[config.mk]
export PLATFORM = sky130hd
export DESIGN_NAME = instdec_pipe
export DESIGN_NICKNAME = d
export VERILOG_FILES = /design/src/rtl/instdec_pipe.sv
export SDC_FILE = /design/constraint.sdc
export NUM_CORES = 1
export LEC_CHECK = 0
export ABC_AREA = 1
export CAP_MARGIN = 20
export CORE_MARGIN = 5
export CORE_UTILIZATION = 57
export CTS_CLUSTER_DIAMETER = 50
export DETAILED_ROUTE_END_ITERATION = 6
export GPL_TIMING_DRIVEN = 0
export PLACE_DENSITY = 0.86
export SLEW_MARGIN = 20
export SYNTH_ARGS = -nofsm -noshare
export SYNTH_HDL_FRONTEND = slang
export SYNTH_SLANG_ARGS = --single-unit
[constraint.sdc]
create_clock -name clk -period 2.6 [get_ports clk]
set_input_delay 0.52 -clock clk [delete_from_list [all_inputs] [get_ports clk]]
set_output_delay 0.52 -clock clk [all_outputs]
set_load 0.01 [all_outputs]
[src/rtl/instdec_pipe.sv]
// rtl/instdec_pipe.sv - registered RV32I/RV64I field/format/immediate decoder with DEPTH-entry output FIFO
// Optional: define INSTDEC_ILLEGAL_EN to flag unsupported opcodes and non-32-bit encodings on out_illegal.
module instdec_pipe #(
    parameter int XLEN  = 32,
    parameter int DEPTH = 2
) (
    input  logic            clk,
    input  logic            rst_n,
    input  logic            flush,
    input  logic            in_valid,
    output logic            in_ready,
    input  logic [31:0]     in_inst,
    input  logic [XLEN-1:0] in_pc,
    output logic            out_valid,
    input  logic            out_ready,
    output logic [XLEN-1:0] out_pc,
    output logic [6:0]      out_opcode,
    output logic [4:0]      out_rd,
    output logic [2:0]      out_func3,
    output logic [4:0]      out_rs1,
    output logic [4:0]      out_rs2,
    output logic [6:0]      out_func7,
    output logic [2:0]      out_fmt,
    output logic [XLEN-1:0] out_imm,
    output logic            out_illegal
);

    localparam int          AW   = $clog2(DEPTH);
    localparam logic [AW:0] FULL = (AW + 1)'(DEPTH);

    localparam logic [2:0] FMT_R   = 3'd0;
    localparam logic [2:0] FMT_I   = 3'd1;
    localparam logic [2:0] FMT_S   = 3'd2;
    localparam logic [2:0] FMT_B   = 3'd3;
    localparam logic [2:0] FMT_U   = 3'd4;
    localparam logic [2:0] FMT_J   = 3'd5;
    localparam logic [2:0] FMT_INV = 3'd7;

    typedef struct packed {
        logic [XLEN-1:0] pc;
        logic [31:0]     inst;
        logic [2:0]      fmt;
        logic [XLEN-1:0] imm;
        logic            illegal;
    } entry_t;

    entry_t          mem_q [DEPTH];
    logic [AW-1:0]   wr_ptr_q, wr_ptr_d;
    logic [AW-1:0]   rd_ptr_q, rd_ptr_d;
    logic [AW:0]     count_q, count_d;
    logic            push, pop;
    entry_t          dec;
    entry_t          head;
    logic [2:0]      dec_fmt;
    logic [31:0]     imm32;

    always_comb begin
        dec_fmt = FMT_INV;
        unique case (in_inst[6:0])
            7'b0110011:                                     dec_fmt = FMT_R;
            7'b0010011, 7'b0000011, 7'b1100111, 7'b1110011: dec_fmt = FMT_I;
            7'b0100011:                                     dec_fmt = FMT_S;
            7'b1100011:                                     dec_fmt = FMT_B;
            7'b0110111, 7'b0010111:                         dec_fmt = FMT_U;
            7'b1101111:                                     dec_fmt = FMT_J;
            default:                                        dec_fmt = FMT_INV;
        endcase
`ifdef INSTDEC_ILLEGAL_EN
        if (in_inst[1:0] != 2'b11) begin
            dec_fmt = FMT_INV;
        end
`endif
    end

    // Immediates are assembled at 32 bits, then sign-extended to XLEN by the signed size cast.
    always_comb begin
        imm32 = '0;
        unique case (dec_fmt)
            FMT_I:   imm32 = {{20{in_inst[31]}}, in_inst[31:20]};
            FMT_S:   imm32 = {{20{in_inst[31]}}, in_inst[31:25], in_inst[11:7]};
            FMT_B:   imm32 = {{19{in_inst[31]}}, in_inst[31], in_inst[7], in_inst[30:25],
                              in_inst[11:8], 1'b0};
            FMT_U:   imm32 = {in_inst[31:12], 12'b0};
            FMT_J:   imm32 = {{11{in_inst[31]}}, in_inst[31], in_inst[19:12], in_inst[20],
                              in_inst[30:21], 1'b0};
            default: imm32 = '0;
        endcase
    end

    always_comb begin
        dec.pc   = in_pc;
        dec.inst = in_inst;
        dec.fmt  = dec_fmt;
        dec.imm  = XLEN'($signed(imm32));
`ifdef INSTDEC_ILLEGAL_EN
        dec.illegal = (dec_fmt == FMT_INV);
`else
        dec.illegal = 1'b0;
`endif
    end

    assign in_ready  = (count_q < FULL);
    assign out_valid = (count_q != '0);
    assign push      = in_valid && in_ready && !flush;
    assign pop       = out_valid && out_ready && !flush;

    always_comb begin
        wr_ptr_d = wr_ptr_q;
        rd_ptr_d = rd_ptr_q;
        count_d  = count_q;
        if (flush) begin
            wr_ptr_d = '0;
            rd_ptr_d = '0;
            count_d  = '0;
        end else begin
            if (push) wr_ptr_d = wr_ptr_q + AW'(1);
            if (pop)  rd_ptr_d = rd_ptr_q + AW'(1);
            unique case ({push, pop})
                2'b10:   count_d = count_q + (AW + 1)'(1);
                2'b01:   count_d = count_q - (AW + 1)'(1);
                default: count_d = count_q;
            endcase
        end
    end

    // Storage is cleared on reset so the data outputs read zero until the first push.
    always_ff @(posedge clk or negedge rst_n) begin
        if (!rst_n) begin
            wr_ptr_q <= '0;
            rd_ptr_q <= '0;
            count_q  <= '0;
            for (int i = 0; i < DEPTH; i++) begin
                mem_q[i] <= '0;
            end
        end else begin
            wr_ptr_q <= wr_ptr_d;
            rd_ptr_q <= rd_ptr_d;
            count_q  <= count_d;
            if (push) begin
                mem_q[wr_ptr_q] <= dec;
            end
        end
    end

    assign head        = mem_q[rd_ptr_q];
    assign out_pc      = head.pc;
    assign out_opcode  = head.inst[6:0];
    assign out_rd      = head.inst[11:7];
    assign out_func3   = head.inst[14:12];
    assign out_rs1     = head.inst[19:15];
    assign out_rs2     = head.inst[24:20];
    assign out_func7   = head.inst[31:25];
    assign out_fmt     = head.fmt;
    assign out_imm     = head.imm;
    assign out_illegal = head.illegal;

endmodule

==> reports/metrics.yaml <==
status: "finished clean"
synth_area_leader_cell: "dfrtp_1"
viasPerCell: 5.38
path_class: "reg -> out"
nFillCells: 1174
finish.utilization: 0.765
synth.yosys.seq_area_share: 0.522
regToRegEndpoint: "mem_q[116]$_DFFE_PN0P_"
synth_top_cell_area_share: 0.522
cts.sinks: 202
cp.required_ns: 2.08
switching_share: 0.337
synth_edf_count: 0
fin_area_sq_um: 12700
fin_nets: 1608
die-area_sq_um: 19700
vdd_drop_max_uv: 636
drv_cap: 0
dominantRegCellSynth: "dfrtp_1"
slowest_stage: "clkdlybuf4s50_1"
ff_latch_area_sq_um: 5060
core_sq_um: 16600
crit_buf_inv: 4
multi_input_area_sq_um: 3950
holdPathEnd: "mem_q[18]$_DFFE_PN0P_"
highest_layer: "met4"
io_buffer_count: 169
cts_tree: "built"
routedWlPerCell_um: 16.2
cts_max_level: 1
grt_max_degree: 82
synth_area_sq_um: 9680
fp.dieH_um: 140
grt_pass1_vias: 9165
clockBufferDepth: 3
power.switching_w: 0.00423
clk_latency_ns: 0.51
p_leak_nw: 7.46
power.internal_w: 0.00831
clkTransAtPathRegs_ns: 0.06
m1WireLength_mm: 11.3
grt_pass1_wl_mm: 46.2
hold_class: "reg -> reg"
yosys.area_share.adder: 0
synth_xor_area_frac: 0.000905
route.detailed.drc: 0
grt_usage: 0.287
synth_top_family_by_area: "simple AND/OR/NAND/NOR gates"
clockRootBuffer: "clkbuf_16"
rsz0062_at_grt: "yes"
vias: 9549
critPathTopFamily: "buffers and inverters"
start_util: 0.582
clock_power_share: 0.260
rr_startpoint: "count_q[1]$_DFFE_PN0P_"
synth_common_cells: "nand2_1 (722), dfrtp_1 (202), o21ai_0 (135), inv_1 (76), nand3_1 (58)"
rrSetupSlack_ns: 0.62
place_area_sq_um: 11700
ys_ff_latch: 202
finalCriticalPeriod_ns: 2.56
drt_iter0_drc: 817
crit_chain: "clkinv_4 > clkbuf_8 > clkbuf_8 > nand2_1 > nand2_1 > clkdlybuf4s50_1"
io_pins: 171
arrival_ns: 2.04
slew_headroom: 0.633
ant_nets: 0
antenna_found_initial: 1
fmax_mhz: 390
worst_slew_pin_slew_ns: 0.551
drive_gt1_frac: 0.0714
end_kind: "primary output"
hold_depth: 2
wl_met2_mm: 13.7
syn_to_final_growth_pct: 31.5
synth_compound_area_frac: 0.0732
ys_warn_count: 0
setup_violations: 0
routabilityCongestion: 0.938
cp_slowest_stage_delay_ns: 0.52
seqPwrFrac: 0.387
wl_met3_mm: 2.95
synthDistinctLibCells: 21
cellPowerDensity_nw_per_um2: 985
worstHoldStart: "mem_q[18]$_DFFE_PN0P_"
async_reset_ff_frac: 1.00
synth_cells: 1340
skew_ns: 0.00667
rows: 47
drv_slew: 0
report.final.hold_viol_count: 0
first_pass_iters: 5
cp-start-kind: "flip-flop"
reg2reg_depth: 6
overflow: 0
pwr-share-comb: 0.353
synth-simple-area-share: 0.334
die_w_um: 140
synth_nets: 1409
dp_hpwl_mm: 20.1
yosys-mux-area-fraction: 0
avgSynthCellArea_sq_um: 7.22
wl_mm: 28.8
path_max_fanout: 10
numCtsBuffers: 22
synth.most_common_cell: "nand2_1"
synth.area.top_cells: "dfrtp_1 (52%), nand2_1 (28%), o21ai_0 (7.0%)"
finalCritPeriodShare: 0.986
[per-stage QoR]
step / setup TNS, ns / power [W] / cells / hold WS (ns) / worst slack, ns
floorplan: 0 / 0.00694 / 1340 / 0.224 / 0.876
global placement: -1437.85 / 0.00901 / 1729 / 0.461 / -7.12
detailed placement: -3.82 / 0.00920 / 1731 / 0.439 / -0.149
CTS: 0 / 0.0126 / 1774 / 0.481 / 0.00255
global route: -0.00155 / 0.0133 / 1774 / 0.492 / -0.00155
finish: 0 / 0.0125 / 1775 / 0.480 / 0.0376
[cell type report]
| cell class | count | area share |
|---|---|---|
| antenna | 1 | 0.000197 |
| buffer | 78 | 0.0366 |
| clock buffer | 31 | 0.0500 |
| clock inverter | 8 | 0.00974 |
| inverter | 83 | 0.0249 |
| multi-input combinational | 977 | 0.311 |
| sequential | 202 | 0.397 |
| tap | 220 | 0.0216 |
| timing repair buffer | 175 | 0.149 |
[metal layers]
metal,up-vias,GRT usage
met5,-,0
met4,0,0.0872
met1,4497,0.384
met3,62,0.0607
li1,4512,-
met2,478,0.472
[worst reg2reg max path: cells and delay by family (launching register included)]
kind / cells / cell delay (ns)
buf+inv: 2 / 0.77
simple gates: 4 / 0.75
flops: 1 / 0.42
[sequential cells by signal, indices dropped and copies added, names as in the netlist]
signal / cells
mem_q: 198
count_q: 2
rd_ptr_q: 1
wr_ptr_q: 1
[kinds of logic (layout without fill, tap and decap cells)]
kind of cell | count (synthesis) | count (layout)
flops | 202 | 202
simple gates | 834 | 834
xor+xnor | 1 | 1
compound gates | 141 | 141
buf+inv | 161 | 375
other cells | 1 | 2
[how the worst max path moves through the flow]
stage	to	from	depth (start not counted)
finish	out_pc[15]	rd_ptr_q$_DFFE_PN0P_	6
global route	out_imm[22]	rd_ptr_q$_DFFE_PN0P_	6
CTS	out_opcode[2]	rd_ptr_q$_DFFE_PN0P_	6
detailed placement	out_pc[13]	rd_ptr_q$_DFFE_PN0P_	6
global placement	mem_q[18]$_DFFE_PN0P_	rst_n	1
floorplan	out_pc[11]	rd_ptr_q$_DFFE_PN0P_	5
[power by group through the flow]
stage / Clock, W / Sequential (W) / Combinational, W
floorplan: 0 / 0.00473 / 0.00222
global placement: 0 / 0.00482 / 0.00420
detailed placement: 0 / 0.00487 / 0.00433
CTS: 0.00327 / 0.00483 / 0.00447
global route: 0.00340 / 0.00498 / 0.00490
finish: 0.00325 / 0.00486 / 0.00443
[timing repair]
item / 4_1_cts / 5_1_grt
hold endpoints to repair: 43 / 0
gates cloned: 1 / 0
endpoints found under the setup margin: 99 / 80
pin swaps: 0 / 0
gates resized for setup: 49 / 56
buffers inserted: 2 / 0
hold buffers: 1 / 0
[placed cells by master, fill, tap and decap left out, drive strengths merged]
| cell | n |
|---|---|
| nand2 | 724 |
| dfrtp | 202 |
| o21ai | 138 |
| clkdlybuf4s50 | 126 |
| inv | 80 |
| clkbuf | 62 |
| nand3 | 59 |
| buf | 53 |
| nor2 | 51 |
| dlymetal6s2s | 37 |
| clkinv | 6 |
| dlygate4sd2 | 5 |
| bufinv | 3 |
| a21oi | 2 |
| clkinvlp | 2 |
| diode | 1 |
| o21bai | 1 |
| xor2 | 1 |
| conb | 1 |
| dlygate4sd3 | 1 |
No activity file was read; power rests on OpenSTA's default activity.
